[config.mk]
export PLATFORM = sky130hd
export DESIGN_NAME = g_code_encoder_flat
export DESIGN_NICKNAME = d
export VERILOG_FILES = /design/src/rtl/g_code_encoder_if.sv /design/src/rtl/g_code_encoder.sv /design/src/flat_wrapper.sv
export SDC_FILE = /design/constraint.sdc
export NUM_CORES = 1
export LEC_CHECK = 0
export CAP_MARGIN = 20
export CORE_MARGIN = 1
export CORE_UTILIZATION = 35
export CTS_CLUSTER_SIZE = 30
export DETAILED_ROUTE_END_ITERATION = 8
export HOLD_SLACK_MARGIN = 0.15
export SLEW_MARGIN = 15
export SYNTH_ARGS = -nofsm -noshare
export SYNTH_HDL_FRONTEND = slang
export SYNTH_SLANG_ARGS = --single-unit
[constraint.sdc]
create_clock -name i_Clock50MHz -period 4.7 [get_ports i_Clock50MHz]
set_input_delay 0.47 -clock i_Clock50MHz [delete_from_list [all_inputs] [get_ports i_Clock50MHz]]
set_output_delay 0.47 -clock i_Clock50MHz [all_outputs]
set_load 0.1 [all_outputs]
[src/rtl/g_code_encoder_if.sv]
`default_nettype none
// ============================================================================
//  Module      : g_code_encoder_if
//  Description : Bundle of the G-code encoder's request and byte-stream signals.
//                The slave modport is the encoder. The master modport is the
//                side that requests lines and consumes bytes.
//                  i_Start        - request to encode one line
//                  i_FieldEnable  - bit0=X bit1=Y bit2=Z bit3=E bit4=F
//                  i_?Value       - six ASCII characters, [47:40] first,
//                                   0x00 means empty position
//                  i_?Direction   - 1 = negative (no F direction)
//                  o_SerialData   - byte for the UART transmitter
//                  o_SerialValid  - o_SerialData is valid
//                  i_SerialAccept - transmitter takes the byte this cycle
//                  o_Busy         - line encoding in progress
//                  o_LineDone     - one-cycle pulse after CR is accepted
//  Revision    : 1.0 - initial release
// ============================================================================
interface g_code_encoder_if;
    logic        i_Start;
    logic [4:0]  i_FieldEnable;
    logic [47:0] i_XValue;
    logic [47:0] i_YValue;
    logic [47:0] i_ZValue;
    logic [47:0] i_EValue;
    logic [47:0] i_FValue;
    logic        i_XDirection;
    logic        i_YDirection;
    logic        i_ZDirection;
    logic        i_EDirection;
    logic [7:0]  o_SerialData;
    logic        o_SerialValid;
    logic        i_SerialAccept;
    logic        o_Busy;
    logic        o_LineDone;

    modport slave (
        input  i_Start, i_FieldEnable,
        input  i_XValue, i_YValue, i_ZValue, i_EValue, i_FValue,
        input  i_XDirection, i_YDirection, i_ZDirection, i_EDirection,
        input  i_SerialAccept,
        output o_SerialData, o_SerialValid, o_Busy, o_LineDone
    );

    modport master (
        output i_Start, i_FieldEnable,
        output i_XValue, i_YValue, i_ZValue, i_EValue, i_FValue,
        output i_XDirection, i_YDirection, i_ZDirection, i_EDirection,
        output i_SerialAccept,
        input  o_SerialData, o_SerialValid, o_Busy, o_LineDone
    );
endinterface
`default_nettype wire

[src/rtl/g_code_encoder.sv]
`default_nettype none
// ============================================================================
//  Module      : g_code_encoder
//  Description : Serialises one G1 move line ("G1 X-120 Y5 ... <CR>") as a
//                byte stream with a valid/accept handshake, one byte per cycle
//                when the transmitter always accepts.
//  Ports       : i_Clock50MHz - system clock
//                i_Reset      - synchronous active-high reset
//                bus          - g_code_encoder_if.slave (request, field
//                               values/directions, byte stream, status)
//  Revision    : 1.0 - initial release
// ============================================================================
module g_code_encoder (
    input  wire logic        i_Clock50MHz,
    input  wire logic        i_Reset,
    g_code_encoder_if.slave  bus
);

    typedef enum logic [3:0] {
        IDLE   = 4'd0,
        HDR_G  = 4'd1,
        HDR_1  = 4'd2,
        SEP    = 4'd3,
        LETTER = 4'd4,
        SIGN   = 4'd5,
        CHARS  = 4'd6,
        EOL    = 4'd7,
        DONE   = 4'd8
    } state_t;

    localparam logic [7:0] c_char_g     = 8'd71;
    localparam logic [7:0] c_char_one   = 8'd49;
    localparam logic [7:0] c_char_space = 8'd32;
    localparam logic [7:0] c_char_minus = 8'd45;
    localparam logic [7:0] c_char_zero  = 8'd48;
    localparam logic [7:0] c_char_cr    = 8'd13;

    state_t      state_q, state_d;
    logic [2:0]  field_q, field_d;     // current field 0..4 = X,Y,Z,E,F
    logic [2:0]  idx_q,   idx_d;       // character position 0..5
    logic [4:0]  en_q,    en_d;
    logic [3:0]  dir_q,   dir_d;
    logic [47:0] val_q [5];
    logic [47:0] val_d [5];
    logic [7:0]  data_q,  data_d;
    logic        valid_q, valid_d;
    logic        busy_q,  busy_d;
    logic        done_q,  done_d;

    logic        w_adv;
    logic [47:0] w_cur_val;
    logic [7:0]  w_letter;
    logic        w_cur_neg;
    logic [2:0]  w_fld_from;
    logic        w_fld_found;
    logic [2:0]  w_fld_next;
    logic [2:0]  w_chr_from;
    logic        w_chr_found;
    logic [2:0]  w_chr_next;
    logic [7:0]  w_chr_byte;

    assign w_adv = valid_q && bus.i_SerialAccept;

    // Per-field selections for the field being emitted.
    always_comb begin
        w_cur_val = val_q[4];
        w_letter  = 8'd70;
        w_cur_neg = 1'b0;
        case (field_q)
            3'd0: begin w_cur_val = val_q[0]; w_letter = 8'd88; w_cur_neg = dir_q[0]; end
            3'd1: begin w_cur_val = val_q[1]; w_letter = 8'd89; w_cur_neg = dir_q[1]; end
            3'd2: begin w_cur_val = val_q[2]; w_letter = 8'd90; w_cur_neg = dir_q[2]; end
            3'd3: begin w_cur_val = val_q[3]; w_letter = 8'd69; w_cur_neg = dir_q[3]; end
            default: ;
        endcase
    end

    // Next enabled field at or after w_fld_from. Searching the whole range in
    // one cycle is what lets disabled fields cost no gap cycle.
    always_comb begin
        w_fld_from  = (state_q == HDR_1) ? 3'd0 : field_q + 3'd1;
        w_fld_found = 1'b0;
        w_fld_next  = 3'd0;
        for (int f = 4; f >= 0; f--) begin
            if (f >= int'(w_fld_from) && en_q[f]) begin
                w_fld_found = 1'b1;
                w_fld_next  = 3'(f);
            end
        end
    end

    // Next non-empty character position at or after w_chr_from; empty 0x00
    // positions are skipped within the same cycle.
    always_comb begin
        w_chr_from  = (state_q == CHARS) ? idx_q + 3'd1 : 3'd0;
        w_chr_found = 1'b0;
        w_chr_next  = 3'd0;
        w_chr_byte  = 8'd0;
        for (int p = 5; p >= 0; p--) begin
            if (p >= int'(w_chr_from) && w_cur_val[47-8*p -: 8] != 8'd0) begin
                w_chr_found = 1'b1;
                w_chr_next  = 3'(p);
                w_chr_byte  = w_cur_val[47-8*p -: 8];
            end
        end
    end

    // Next-state and next-output logic. The byte for a state is computed on
    // entry, so outputs come straight from flops.
    always_comb begin
        state_d = state_q;
        field_d = field_q;
        idx_d   = idx_q;
        en_d    = en_q;
        dir_d   = dir_q;
        val_d   = val_q;
        data_d  = data_q;
        valid_d = valid_q;
        busy_d  = busy_q;
        done_d  = 1'b0;

        case (state_q)
            IDLE: begin
                if (bus.i_Start) begin
                    en_d     = bus.i_FieldEnable;
                    dir_d    = {bus.i_EDirection, bus.i_ZDirection,
                                bus.i_YDirection, bus.i_XDirection};
                    val_d[0] = bus.i_XValue;
                    val_d[1] = bus.i_YValue;
                    val_d[2] = bus.i_ZValue;
                    val_d[3] = bus.i_EValue;
                    val_d[4] = bus.i_FValue;
                    field_d  = 3'd0;
                    idx_d    = 3'd0;
                    state_d  = HDR_G;
                    data_d   = c_char_g;
                    valid_d  = 1'b1;
                    busy_d   = 1'b1;
                end
            end
            HDR_G: begin
                if (w_adv) begin
                    state_d = HDR_1;
                    data_d  = c_char_one;
                end
            end
            HDR_1, CHARS: begin
                if (w_adv) begin
                    if (state_q == CHARS && w_chr_found) begin
                        idx_d  = w_chr_next;
                        data_d = w_chr_byte;
                    end else if (w_fld_found) begin
                        state_d = SEP;
                        field_d = w_fld_next;
                        idx_d   = 3'd0;
                        data_d  = c_char_space;
                    end else begin
                        state_d = EOL;
                        idx_d   = 3'd0;
                        data_d  = c_char_cr;
                    end
                end
            end
            SEP: begin
                if (w_adv) begin
                    state_d = LETTER;
                    data_d  = w_letter;
                end
            end
            LETTER, SIGN: begin
                if (w_adv) begin
                    if (state_q == LETTER && w_cur_neg && field_q != 3'd4) begin
                        state_d = SIGN;
                        data_d  = c_char_minus;
                    end else begin
                        // An all-empty value still prints as a single '0'.
                        state_d = CHARS;
                        idx_d   = w_chr_found ? w_chr_next : 3'd0;
                        data_d  = w_chr_found ? w_chr_byte : c_char_zero;
                    end
                end
            end
            EOL: begin
                if (w_adv) begin
                    state_d = DONE;
                    data_d  = 8'd0;
                    valid_d = 1'b0;
                    done_d  = 1'b1;
                end
            end
            DONE: begin
                state_d = IDLE;
                busy_d  = 1'b0;
            end
            default: begin
                state_d = IDLE;
                data_d  = 8'd0;
                valid_d = 1'b0;
                busy_d  = 1'b0;
            end
        endcase
    end

    always_ff @(posedge i_Clock50MHz) begin
        if (i_Reset) begin
            state_q <= IDLE;
            field_q <= 3'd0;
            idx_q   <= 3'd0;
            en_q    <= 5'd0;
            dir_q   <= 4'd0;
            val_q   <= '{default: '0};
            data_q  <= 8'd0;
            valid_q <= 1'b0;
            busy_q  <= 1'b0;
            done_q  <= 1'b0;
        end else begin
            state_q <= state_d;
            field_q <= field_d;
            idx_q   <= idx_d;
            en_q    <= en_d;
            dir_q   <= dir_d;
            val_q   <= val_d;
            data_q  <= data_d;
            valid_q <= valid_d;
            busy_q  <= busy_d;
            done_q  <= done_d;
        end
    end

    assign bus.o_SerialData  = data_q;
    assign bus.o_SerialValid = valid_q;
    assign bus.o_Busy        = busy_q;
    assign bus.o_LineDone    = done_q;

endmodule
`default_nettype wire

[src/flat_wrapper.sv]
// flat-port wrapper written by rule: the top's interface ports become plain ports
module g_code_encoder_flat 
  (i_Clock50MHz, i_Reset, bus_i_Start, bus_i_FieldEnable, bus_i_XValue, bus_i_YValue, bus_i_ZValue, bus_i_EValue, bus_i_FValue, bus_i_XDirection, bus_i_YDirection, bus_i_ZDirection, bus_i_EDirection, bus_i_SerialAccept, bus_o_SerialData, bus_o_SerialValid, bus_o_Busy, bus_o_LineDone);
  g_code_encoder_if bus_i ();
  input  wire logic i_Clock50MHz;
  input  wire logic i_Reset;
  input wire logic [$bits(bus_i.i_Start)-1:0] bus_i_Start;
  input wire logic [$bits(bus_i.i_FieldEnable)-1:0] bus_i_FieldEnable;
  input wire logic [$bits(bus_i.i_XValue)-1:0] bus_i_XValue;
  input wire logic [$bits(bus_i.i_YValue)-1:0] bus_i_YValue;
  input wire logic [$bits(bus_i.i_ZValue)-1:0] bus_i_ZValue;
  input wire logic [$bits(bus_i.i_EValue)-1:0] bus_i_EValue;
  input wire logic [$bits(bus_i.i_FValue)-1:0] bus_i_FValue;
  input wire logic [$bits(bus_i.i_XDirection)-1:0] bus_i_XDirection;
  input wire logic [$bits(bus_i.i_YDirection)-1:0] bus_i_YDirection;
  input wire logic [$bits(bus_i.i_ZDirection)-1:0] bus_i_ZDirection;
  input wire logic [$bits(bus_i.i_EDirection)-1:0] bus_i_EDirection;
  input wire logic [$bits(bus_i.i_SerialAccept)-1:0] bus_i_SerialAccept;
  output wire logic [$bits(bus_i.o_SerialData)-1:0] bus_o_SerialData;
  output wire logic [$bits(bus_i.o_SerialValid)-1:0] bus_o_SerialValid;
  output wire logic [$bits(bus_i.o_Busy)-1:0] bus_o_Busy;
  output wire logic [$bits(bus_i.o_LineDone)-1:0] bus_o_LineDone;
  assign bus_i.i_Start = bus_i_Start;
  assign bus_i.i_FieldEnable = bus_i_FieldEnable;
  assign bus_i.i_XValue = bus_i_XValue;
  assign bus_i.i_YValue = bus_i_YValue;
  assign bus_i.i_ZValue = bus_i_ZValue;
  assign bus_i.i_EValue = bus_i_EValue;
  assign bus_i.i_FValue = bus_i_FValue;
  assign bus_i.i_XDirection = bus_i_XDirection;
  assign bus_i.i_YDirection = bus_i_YDirection;
  assign bus_i.i_ZDirection = bus_i_ZDirection;
  assign bus_i.i_EDirection = bus_i_EDirection;
  assign bus_i.i_SerialAccept = bus_i_SerialAccept;
  assign bus_o_SerialData = bus_i.o_SerialData;
  assign bus_o_SerialValid = bus_i.o_SerialValid;
  assign bus_o_Busy = bus_i.o_Busy;
  assign bus_o_LineDone = bus_i.o_LineDone;
  g_code_encoder u_core (.i_Clock50MHz(i_Clock50MHz), .i_Reset(i_Reset), .bus(bus_i));
endmodule
---- Yosys cells after proc, flatten, opt, wreduce, memory -nomap -nowiden ----
Cells that the tools add are included.
operators by class
  multipliers ............................. 0
  div/mod/pow operators ................... 0
  shift operators ......................... 0
  bitwise logic cells ..................... 4
  eq/ne operators ......................... 21
  $lt $le $gt $ge ......................... 11
  add/subtract/negate cells ............... 2
  reduce and logical (&&, ||, !) cells .... 37
  mux-type cells .......................... 70
operators with widths
  cell                   count
  $pmux W48 S4           1
  $mux W8                15
  $mux W3                23
  $pmux W8 S7            1
  $reduce_bool A8 Y1     6
  $mux W4                7
  $pmux W4 S6            1
  $pmux W5 S4            1
  $eq A4 B3 Y1 const B   4
  $logic_and A1 B1 Y1    15
  $mux W1                14
  $reduce_and A7 Y1      2
  $reduce_or A7 Y1       2
  $ge A1 B3 Y1 const A   4
  $ge A2 B3 Y1 const A   4
  $ne A2 B1 Y1 const B   6
  $reduce_and A5 Y1      2
  $ge A3 B3 Y1 const A   3
  $pmux W3 S3            1
  $eq A4 B2 Y1 const B   2
  $add A3 B1 Y3 const B  2
  $eq A3 B2 Y1 const B   2
  $mux W6                1
  $ne A2 B2 Y1 const B   3
  17 further kinds       23
storage, ports and cells
  logic and storage cells ................. 159
  bits in read-only memories .............. 0
  input port bits ......................... 253
  memories kept ........................... 0
  bits in latches ......................... 0
  output and inout bits ................... 11
  register bits ........................... 270
  memory bits (writable) .................. 0

---- Logic depth before layout (Yosys ltp) ----
Gate-level depths: netlist of the first run.
  depth in word-level cells ............... 14
  mapped depth ............................ 16
  mapped depth without buffers ............ 12

---- Worst setup path after synthesis of the first run ----
Ideal clock, no wire load.
  kind .................................... flip-flop to flip-flop
  from .................................... reg u_core.field_q[0]
  to ...................................... reg u_core.data_q[5] (netlist: u_core.bus.o_SerialData[5])
  data arrival time ....................... 3445 ps
  library setup time ...................... 118 ps
  stages on the path, launching flop included .. 16
  period minus slack after synthesis ...... 3562 ps
  setup slack ............................. 1138 ps
  cell sequence ........................... dfxtp_1 inv_1 ha_1 or3_1 buf_6 o21ai_4 buf_6 o221ai_1 o41a_1 clkbuf_1 nand2b_1 buf_2 o311a_1 a22oi_1 o221ai_1 a22o_1
on the way
  longest elaborated chain between the ends .. 14
RTL lines
  element                                                                 line                   RTL
  from (decl)                                                             g_code_encoder.sv:39   logic [2:0] field_q, field_d;
  from (signal assigned)                                                  g_code_encoder.sv:218  field_q <= field_d;
  parallel branches: the longest is 13 deep, another holds $add A3 B1 Y3  n/a
  $pmux W8 S7 (*)                                                         g_code_encoder.sv:122  case (state_q)
  to (signal assigned)                                                    g_code_encoder.sv:223  data_q <= data_d;
  to (decl)                                                               g_code_encoder.sv:45   logic [7:0] data_q, data_d;
Mark *: on every way between the ends. The select of a mux whose other input is x is not followed.
A chain may end at the register's enable or synchronous reset.

---- Worst setup path in the final report of the first run ----
  from .................................... reg u_core.field_q[0]
  to ...................................... reg u_core.field_q[0]
on the way
  longest elaborated chain between the ends .. 13
RTL lines
  element
  parallel branches: the longest is 13 deep, another holds $add A3 B1 Y3
Parallel ways; which one is timed is not known. The select of a mux whose other input is x is not followed.

==> flow_metrics.tcl, run 1 <==
set metrics [dict create \
    worstSetupPathType "register to register" \
    grt_pass1_wl_um 66100 \
    cp_num_buf_inv 2 \
    muxShareOfSynthArea 0.0321 \
    relSlewSlack 0.303 \
    drtIter0Drc 1192 \
    fin_hold_ws_ns 0.452 \
    vias_per_cell 5.38 \
    cts_tree "done" \
    yosys-top-cells-area "dfxtp_1 (44%), nand2_1 (17%), a21oi_1 (11%)" \
    whs_path_depth 2 \
    ys_ff_latch 270 \
    cts_max_level 1 \
    design.core.area_mm2 0.0339 \
    fillers 3372 \
    synth.avg_cell_area_um2 7.65 \
    fmax_ghz 0.237 \
    slew_violations 0 \
    worstPathRequired_ns 5.19 \
    die_height_um 188 \
    ir_drop_uv 270 \
    period_share 0.897 \
    postSynthCellCount 1589 \
    ys_types 72 \
    end_kind "register" \
    cp_slowest_cell "or3_1" \
    layout-drive-gt1-share 0.0560 \
    io_pins 264 \
    cts_num_sinks 270 \
    grt_usage 0.235 \
    cts_buffer_depth 3 \
    cp_top_family "compound AO/OA/AOI/OAI gates" \
    hold_buffers 0 \
    dieArea_mm2 0.0355 \
    start_util 0.359 \
    fp.dieW_um 188 \
    cp-start-kind "register" \
    critPathMaxFanout 13 \
    pwr_density_cell_mw_per_mm2 432 \
    cts_made_buffers 29 \
    dp_slack_ns 0.555 \
    crit_path_max_incr_delay_ns 0.53 \
    hpwl_um 31300 \
    synth_area_mm2 0.0122 \
    setup_viol 0 \
    areaGrowthSynthToFinish_pct 31.7 \
    setup_tns_ns 0 \
    drc 0 \
    antenna_left 0 \
    port_buffers 263 \
    gp_congestion 0.906 \
    worst_ep_arrival_time_ns 4.71 \
    p_leak_uw 0.00577 \
    drv_cap 0 \
    holdCritPathClass "register to register" \
    postLayoutSetupSlackWorst_ns 0.485 \
    via_count 12117 \
    gr-total-overflow 0 \
    layout.nets 2042 \
    synth.net_count 1848 \
    hold_viol 0 \
    worstMarginPinSlew_ns 1.05 \
    yosys.area_share.adder 0.00700 \
    power_uw 6920 \
    rsz0062_at_grt "false" \
    routed_wl_um 43200 \
    post_drt_wl_per_cell_um 19.2 \
    ctsRootBufferMaster "clkbuf_16" \
    post-route-min-period_ns 4.21 \
    synth_edf_count 0 \
    seq_area_frac_synth 0.445 \
    clk_latency_ns 0.56 \
    status "complete, no violations" \
    post-cts-setup-buffers 0 \
    clk_pin_slew_worst_paths_ns 0.07 \
    antenna_found_initial 0 \
    path_depth 12 \
    cts_resized 0 \
    critical_path.cell_chain "inv_1, ha_2, or3_1, o21ai_4, o22a_1, inv_1, o41a_1, nand2b_1, o31ai_4, nand3_2, or3_1, a21oi_1" \
    synth_flop_cell "dfxtp_1" \
    synth.top_cell.area_share 0.445 \
    grt_pass1_vias 11781 \
    skew_ns 0.0194 \
    r2r_cells 12 \
    grt_max_degree 151 \
    r2r_slack_ns 0.49 \
    diodes 0 \
    drt-pass1-iter-count 9 \
    yosysWarnings 0 \
    synth_xor_area_frac 0.000720 \
    postLayoutCoreUtil 0.473 \
    synth_top_family_by_area "compound AO/OA/AOI/OAI gates" \
    synth-simple-area-share 0.223 \
    synth_compound_area_frac 0.244 \
    rows 67 \
    yosys.area.top_type "dfxtp_1" \
    synthArstFlopShare 0 \
]
[power by group]
part	internal [uW]	switching (uW)
Clock	1250	959
Sequential	2590	212
Combinational	720	1180
[cell usage in the layout, fill, tap and decap left out, types with 3 or more instances in the layout]
master	synthesis	final
or2_2	4	4
o22a_1	26	26
nand4b_1	3	3
clkbuf_1	105	8
dfxtp_1	270	270
mux2i_1	39	39
a31oi_1	3	3
nand3_1	5	4
nor3_1	12	11
o221ai_2	3	3
o32ai_1	3	3
clkbuf_16	0	29
a211oi_1	4	4
nor2_1	39	39
nor2b_1	8	8
buf_12	0	3
ha_2	0	3
nor4_1	4	4
and2_1	5	5
inv_1	15	15
a21o_1	3	3
clkbuf_8	0	5
nand2_1	552	552
buf_4	1	25
o221ai_1	17	17
nand4_1	7	7
o22ai_1	10	10
a21oi_1	278	278
a222oi_1	45	45
clkinv_2	0	4
o21ai_0	29	29
clkdlybuf4s50_1	0	262
a22oi_1	9	9
nand2b_1	10	10
[Yosys cell counts (3+ instances only)]
library cell and instances:
a222oi_1 45, mux2i_1 39, nor2b_1 8, dfxtp_1 270
a211oi_1 4, nor2_1 39, nand4b_1 3, o21ai_0 29
nand2b_1 10, ha_1 6, nor4_1 4, clkbuf_1 105
inv_1 15, o32ai_1 3, buf_6 4, o22ai_1 10
buf_1 4, nand4_1 7, o221ai_1 17, a21oi_1 278
a31oi_1 3, nor3_1 12, buf_2 14, o221ai_2 3
a21o_1 3, o22a_1 26, nand3_1 5, or2_2 4
and2_1 5, nand2_1 552, a22oi_1 9
[path summary, 6_finish.rpt]
path	from	end
setup / recovery	u_core.field_q[0]	u_core.field_q[0]
hold / removal	u_core.val_q[43]	u_core.val_q[43]
setup reg to reg	u_core.field_q[0]	u_core.field_q[0]
hold reg to reg	u_core.val_q[43]	u_core.val_q[43]
[metrics by stage]
stage	instance area, um^2	instances
2_1_floorplan	12200	1589
3_3_place_gp	15100	2200
3_5_place_dp	15100	2200
4_1_cts	16000	2251
5_1_grt	16000	2251
6_report	16000	2251
[per-layer routing]
layer / up-vias / GRT usage / part of all wire
met3: 75 / 0.0294 / 0.054
met5: - / 0 / 0
met1: 5687 / 0.308 / 0.44
met4: 0 / 0.0754 / 0.031
met2: 431 / 0.400 / 0.48
li1: 5924 / - / -
[cells by family (layout without fill, tap and decap cells)]
kind of cell,after synthesis,after routing
buffers and inverters,143,357
muxes,39,39
xor gates and xnor gates,1,1
adders and majority gates,7,7
AOI/OAI and AO/OA,462,462
DFF,270,270
and+or+nand+nor,667,667
[worst min-delay path: stages, from the launching register on]
cell and delay, ns:
dfxtp_1 0.31, nand2_1 0.05, a21oi_1 0.05
[final cells by class]
class	count	area (um^2)	area share
well taps	448	561	0.0350
clock buffers	41	811	0.0506
inverters	15	56.3	0.00352
repair buffers	291	2880	0.180
clock inverters	10	92.6	0.00578
multi-input cells	1176	6210	0.388
flip-flops and latches	270	5410	0.337
[registers in the layout (all words and copies together) (netlist names)]
signal,count
u_core.bus.o_SerialValid,1
u_core.bus.o_LineDone,1
u_core.bus.o_Busy,1
u_core.field_q,3
u_core.en_q,5
u_core.idx_q,3
u_core.state_q,4
u_core.dir_q,4
u_core.val_q,240
u_core.bus.o_SerialData,8
Note: power is estimated with default switching activity, not from simulation.
==> run 2: changes to the inputs <==
--- a/config.mk
+++ b/config.mk
@@ -11,7 +11,6 @@
 export CTS_CLUSTER_SIZE = 30
 export DETAILED_ROUTE_END_ITERATION = 8
 export HOLD_SLACK_MARGIN = 0.15
-export SLEW_MARGIN = 15
 export SYNTH_ARGS = -nofsm -noshare
 export SYNTH_HDL_FRONTEND = slang
 export SYNTH_SLANG_ARGS = --single-unit
==> constraint.sdc (replaced) <==
create_clock -name i_Clock50MHz -period 4.4 [get_ports i_Clock50MHz]
set_input_delay 0.44 -clock i_Clock50MHz [delete_from_list [all_inputs] [get_ports i_Clock50MHz]]
set_output_delay 0.44 -clock i_Clock50MHz [all_outputs]
set_load 0.1 [all_outputs]
==> run 2 against run 1 <==
Net effect:
- first-iteration DRC count increased by 23%
- design area increased by 1.4%
- count of clock-buffer cells in the layout increased by 3
- cell count increased by 0.36%
- non-clock buffer count increased by 6
- register-to-register slack got worse by 0.25 ns
- core utilization increased by 0.67 points
- worst hold slack got worse by 0.031 ns
- clock skew decreased by 0.0088 ns
- power increased by 9.4%
- worst setup slack got worse by 0.25 ns
- global-route usage decreased by 0.21 points
- critical path type unchanged
- largest power group unchanged
==> flow_metrics.tcl, run 2 (synthesis results as in run 1) <==
set metrics [dict create \
    gr-total-overflow 0 \
    grt_usage 0.233 \
    port_buffers 263 \
    fillers 3380 \
    cts_resized 0 \
    ctsRootBufferMaster "clkbuf_16" \
    drtIter0Drc 1465 \
    hpwl_um 31100 \
    hold_viol 0 \
    clk_pin_slew_worst_paths_ns 0.06 \
    fmax_ghz 0.240 \
    cts_made_buffers 30 \
    antenna_left 0 \
    setup_viol 0 \
    skew_ns 0.0106 \
    via_count 12203 \
    mostFrequentLayoutCell "nand2_1" \
    placed_cells_incl_taps 2205 \
    worstSetupPathType "register to register" \
    power.switching_uw 2510 \
    design.core.area_mm2 0.0339 \
    crit_path_max_incr_delay_ns 0.45 \
    post-cts-setup-buffers 0 \
    cp_slowest_cell "a21o_1" \
    ir_drop_uv 334 \
    critical_path.cell_chain "inv_1, ha_2, or3_1, buf_4, a21o_1, mux2i_1, nand4_1, o21bai_2, nand2_2, o31ai_4, nand3_2, or3_1, a21oi_1" \
    finalNonFillerCells 2259 \
    power.internal_uw 5060 \
    seq_power_share 0.395 \
    period_share 0.947 \
    fin_hold_ws_ns 0.421 \
    p_sw_frac 0.331 \
    critPathMaxFanout 15 \
    power_frac_clock 0.329 \
    mostFrequentLayoutCells "nand2_1 (552), a21oi_1 (278), dfxtp_1 (270)" \
    post-route-min-period_ns 4.17 \
    layout-drive-gt1-share 0.0607 \
    clk_latency_ns 0.56 \
    vias_per_cell 5.40 \
    rsz0062_at_grt "false" \
    status "complete, no violations" \
    power_uw 7570 \
    path_common_cell "or3_1" \
    gp_congestion 0.923 \
    cts_buffer_depth 3 \
    grt_max_degree 143 \
    drv_cap 0 \
    holdCritPathClass "primary input to register" \
    largest_reg_flops 240 \
    rows 67 \
    end_kind "register" \
    grt_pass1_vias 11692 \
    fp.dieW_um 188 \
    drc 0 \
    p_comb_frac 0.275 \
    cp-start-kind "register" \
    die_height_um 188 \
    areaGrowthSynthToFinish_pct 33.6 \
    post_drt_wl_per_cell_um 19.0 \
    antenna_found_initial 0 \
    io_pins 264 \
    slew_violations 0 \
    worst_ep_arrival_time_ns 4.65 \
    cts_max_level 1 \
    grt_pass1_wl_um 65600 \
    pwr_density_cell_mw_per_mm2 466 \
    p_leak_uw 0.00587 \
    layout.nets 2049 \
    dieArea_mm2 0.0355 \
    diodes 0 \
    worstPathRequired_ns 4.89 \
    hold_buffers 0 \
    cp_top_family "simple AND/OR/NAND/NOR gates" \
    start_util 0.359 \
    setup_tns_ns 0 \
    relSlewSlack 0.349 \
    regMostFlops "u_core.val_q" \
    worstMarginPinSlew_ns 0.974 \
    cp_num_buf_inv 2 \
    cts_tree "done" \
    drt-pass1-iter-count 9 \
    routed_wl_um 42900 \
    cts_num_sinks 270 \
]
-- run 2: worst paths after layout --
kind                     start                end  slack, ns  cells after the start
max          u_core.field_q[0]  u_core.field_q[0]       0.23                     13
min           bus_i_XValue[13]  u_core.val_q[205]       0.42                      3
max reg2reg  u_core.field_q[0]  u_core.field_q[0]       0.23                     13
min reg2reg   u_core.val_q[94]   u_core.val_q[94]       0.45                      2
-- run 2: metal layers --
metal,global-route usage,wire (um),part of all wire,vias up
met3,0.0311,2710,0.063,68
li1,-,-,-,5936
met1,0.314,18900,0.44,5736
met5,0,0,0,-
met4,0.0673,1160,0.027,0
met2,0.386,20100,0.47,463
-- run 2: worst register-to-register path: stages, from the launching register on --
cell and delay [ns]:
dfxtp_1 0.43, inv_1 0.13, ha_2 0.23, or3_1 0.42, buf_4 0.20, a21o_1 0.45
mux2i_1 0.36, nand4_1 0.20, o21bai_2 0.37, nand2_2 0.18, o31ai_4 0.39, nand3_2 0.19
or3_1 0.40, a21oi_1 0.13
-- run 2: area by class of cell --
class                           count  area [um^2]  share of cell area
Timing Repair Buffer              297         3010               0.185
Tap cell                          448          561              0.0345
Multi-Input combinational cell   1176         6210               0.382
Clock buffer                       44          873              0.0538
Inverter                           15         56.3             0.00347
Clock inverter                      9          129             0.00793
Sequential cell                   270         5410               0.333
-- run 2: power groups by stage --
stage               clock network (uW)  logic [uW]  registers (uW)
floorplan                            0        1240            3070
finish                            2490        2080            2990
global route                      2650        2280            3030
CTS                               2550        2080            2990
detailed placement                   0        2070            3040
global placement                     0        2060            3040
-- run 2: through the flow --
stage | cell area, um^2 | utilization | worst slack [ns]
floorplan | 12200 | - | 0.838
global placement | 15200 | 0.449 | 0.454
detailed placement | 15200 | 0.449 | 0.330
CTS | 16200 | 0.479 | 0.297
global route | 16200 | 0.480 | 0.00442
finish | 16200 | 0.480 | 0.233
==> run 3: changes to the inputs <==
--- a/config.mk
+++ b/config.mk
@@ -5,6 +5,7 @@
 export SDC_FILE = /design/constraint.sdc
 export NUM_CORES = 1
 export LEC_CHECK = 0
+export ABC_AREA = 1
 export CAP_MARGIN = 20
 export CORE_MARGIN = 1
 export CORE_UTILIZATION = 35
==> run 3 against run 2 <==
Net effect:
- via count is 6.5% higher
- sequential power is 12% higher
- clock power increased by 12%
- wire length up 4.6%
- core utilization decreased by 1.2 points
- critical path depth increased by 8
- fmax increased by 14%
- synthesized cell count up 19%
- clock skew is 0.0044 ns higher
- largest cell class unchanged
==> flow_metrics.tcl, run 3 <==
set metrics [dict create \
    gp_congestion 0.892 \
    cp-start-kind "register" \
    dp_slack_ns 0.711 \
    cp_top_family "simple AND/OR/NAND/NOR gates" \
    slew_violations 0 \
    synth.net_count 2143 \
    antenna_left 0 \
    cts_tree "done" \
    min_to "u_core.val_q[192]" \
    drt-pass1-iter-count 5 \
    dieArea_mm2 0.0368 \
    pwr_density_cell_mw_per_mm2 661 \
    drc 0 \
    r2r_cells 21 \
    mostFrequentLayoutCell "nand2_1" \
    die_height_um 192 \
    post-route-min-period_ns 3.66 \
    postLayoutSetupSlackWorst_ns 0.736 \
    skew_ns 0.0151 \
    multi_input_area_mm2 0.00606 \
    yosys-top-cells-area "dfxtp_1 (43%), nand2_1 (14%), a21oi_1 (11%)" \
    path_common_cell "nand2_1" \
    regArea_mm2 0.00541 \
    r2r-end "u_core.field_q[2]" \
    largest_reg_flops 240 \
    cts_made_buffers 30 \
    synthTopCellsByCount "nand2_1 (454), a21oi_1 (280), dfxtp_1 (270)" \
    setup_tns_ns 0 \
    synth_area_mm2 0.0126 \
    synth.top_cell.area_share 0.429 \
    worst_ep_arrival_time_ns 4.09 \
    worstPathRequired_ns 4.83 \
    regMostFlops "u_core.val_q" \
    ys_types 34 \
    fp.dieW_um 192 \
    synthMostInstantiatedCell "nand2_1" \
    fmax_ghz 0.273 \
    post-cts-setup-buffers 0 \
    clk_pin_slew_worst_paths_ns 0.07 \
    grt_pass1_vias 12228 \
    postSynthCellCount 1884 \
    hold_viol 0 \
    grt_pass1_wl_um 69000 \
    status "complete, no violations" \
    design.core.area_mm2 0.0355 \
    r2r_start "u_core.field_q[2]" \
    areaGrowthSynthToFinish_pct 31.7 \
    cts_resized 0 \
    cts_max_level 1 \
    routed_wl_um 44800 \
    rsz0062_at_grt "false" \
    crit_path_max_incr_delay_ns 0.41 \
    ir_drop_uv 519 \
    io_pins 264 \
    setup_viol 0 \
    finalNonFillerCells 2560 \
    cts_num_sinks 270 \
    port_buffers 263 \
    antenna_found_initial 1 \
    yosysWarnings 0 \
    start_util 0.355 \
    synth_flop_cell "dfxtp_1" \
    r2r_slack_ns 0.74 \
    fillers 3630 \
    synth_edf_count 0 \
    synthArstFlopShare 0 \
    post_drt_wl_per_cell_um 17.5 \
    mostFrequentLayoutCells "nand2_1 (453), a21oi_1 (280), dfxtp_1 (270)" \
    grt_max_degree 144 \
    clk_latency_ns 0.57 \
    via_count 12997 \
    relSlewSlack 0.286 \
    yosys.area.top_type "dfxtp_1" \
    ctsRootBufferMaster "clkbuf_16" \
    hold_buffers 0 \
    end_kind "register" \
    seq_area_frac_synth 0.429 \
    holdCritPathClass "primary input to register" \
    ys_ff_latch 270 \
    layout.nets 2333 \
    vias_per_cell 5.08 \
    whs_path_depth 2 \
    placed_cells_incl_taps 2503 \
    worstMarginPinSlew_ns 1.07 \
    worstSetupPathType "register to register" \
    cp_num_buf_inv 6 \
    critPathMaxFanout 32 \
    layout-drive-gt1-share 0.0496 \
    cts_buffer_depth 3 \
    postLayoutCoreUtil 0.468 \
    cp_slowest_cell "inv_2" \
    period_share 0.833 \
    synth.avg_cell_area_um2 6.69 \
    critical_path.cell_chain "inv_2, ha_1, buf_4, a21oi_2, buf_4, nand3_1, nand2_1, inv_2, nand2_1, nor2_1, nand2_1, nand2_1, inv_2, nor2_2, nand2_1, nor2_2, nor2_2, nor2_1, inv_2, o21ai_0, a21oi_1" \
    rows 69 \
    gr-total-overflow 0 \
    hpwl_um 32300 \
    drv_cap 0 \
    drtIter0Drc 1105 \
    p_leak_uw 0.00656 \
    grt_usage 0.240 \
    hp-start "i_Reset" \
]
[run 3: cell type report]
cell class | instances | area share
Multi-Input combinational cell | 1323 | 0.365
Sequential cell | 270 | 0.326
Clock buffer | 43 | 0.0512
Timing Repair Buffer | 290 | 0.172
Tap cell | 461 | 0.0348
Inverter | 159 | 0.0360
Clock inverter | 13 | 0.0155
Antenna cell | 1 | 0.000151
[run 3: cells by family (layout without fill, tap and decap cells)]
family,after synthesis,after routing,synth area share
simple gates,823,823,0.271
flops,270,270,0.429
compound gates,493,493,0.202
xor+xnor,1,1,0.000695
buf+inv,291,505,0.0914
other cells,0,1,0
fa+ha+maj,6,6,0.00596
[run 3: worst register-to-register path, delay by kind of cell, from the launching register on]
| family | cells | cell delay [ns] |
|---|---|---|
| AOI/OAI and AO/OA | 3 | 0.34 |
| and+or+nand+nor | 11 | 1.35 |
| DFF | 1 | 0.35 |
| buffers and inverters | 6 | 1.23 |
| adders and majority gates | 1 | 0.27 |
[run 3: where the power goes]
part	internal, uW	total, uW	switching, uW
clock	1750	2790	1040
combinational	1490	4830	3340
sequential	3060	3350	291
[run 3: metal layers]
| metal | wire length (um) | track usage |
|---|---|---|
| met3 | 2020 | 0.0230 |
| met4 | 805 | 0.0513 |
| met5 | 0 | 0 |
| met2 | 20600 | 0.389 |
| met1 | 21400 | 0.342 |
[run 3: worst max-delay path by stage]
stage          slack, ns                    endpoint               from  cells after the start
3_5_place_dp        0.71  u_core.bus.o_SerialData[5]  u_core.field_q[1]                     20
3_3_place_gp        0.82  u_core.bus.o_SerialData[5]  u_core.field_q[1]                     20
6_report            0.74           u_core.field_q[2]  u_core.field_q[2]                     21
2_1_floorplan       1.52  u_core.bus.o_SerialData[3]  u_core.field_q[2]                     23
4_1_cts             0.68  u_core.bus.o_SerialData[5]  u_core.field_q[1]                     20
5_1_grt             0.32  u_core.bus.o_SerialData[5]  u_core.field_q[1]                     20
[run 3: stage by stage]
step | power (uW) | instance area, um^2 | hold WS, ns
after floorplan | 6710 | 12600 | 0.425
after global placement | 8180 | 15500 | 0.435
after detailed placement | 8200 | 15500 | 0.441
after CTS | 11000 | 16600 | 0.342
after global routing | 11800 | 16600 | 0.380
final | 11000 | 16600 | 0.348
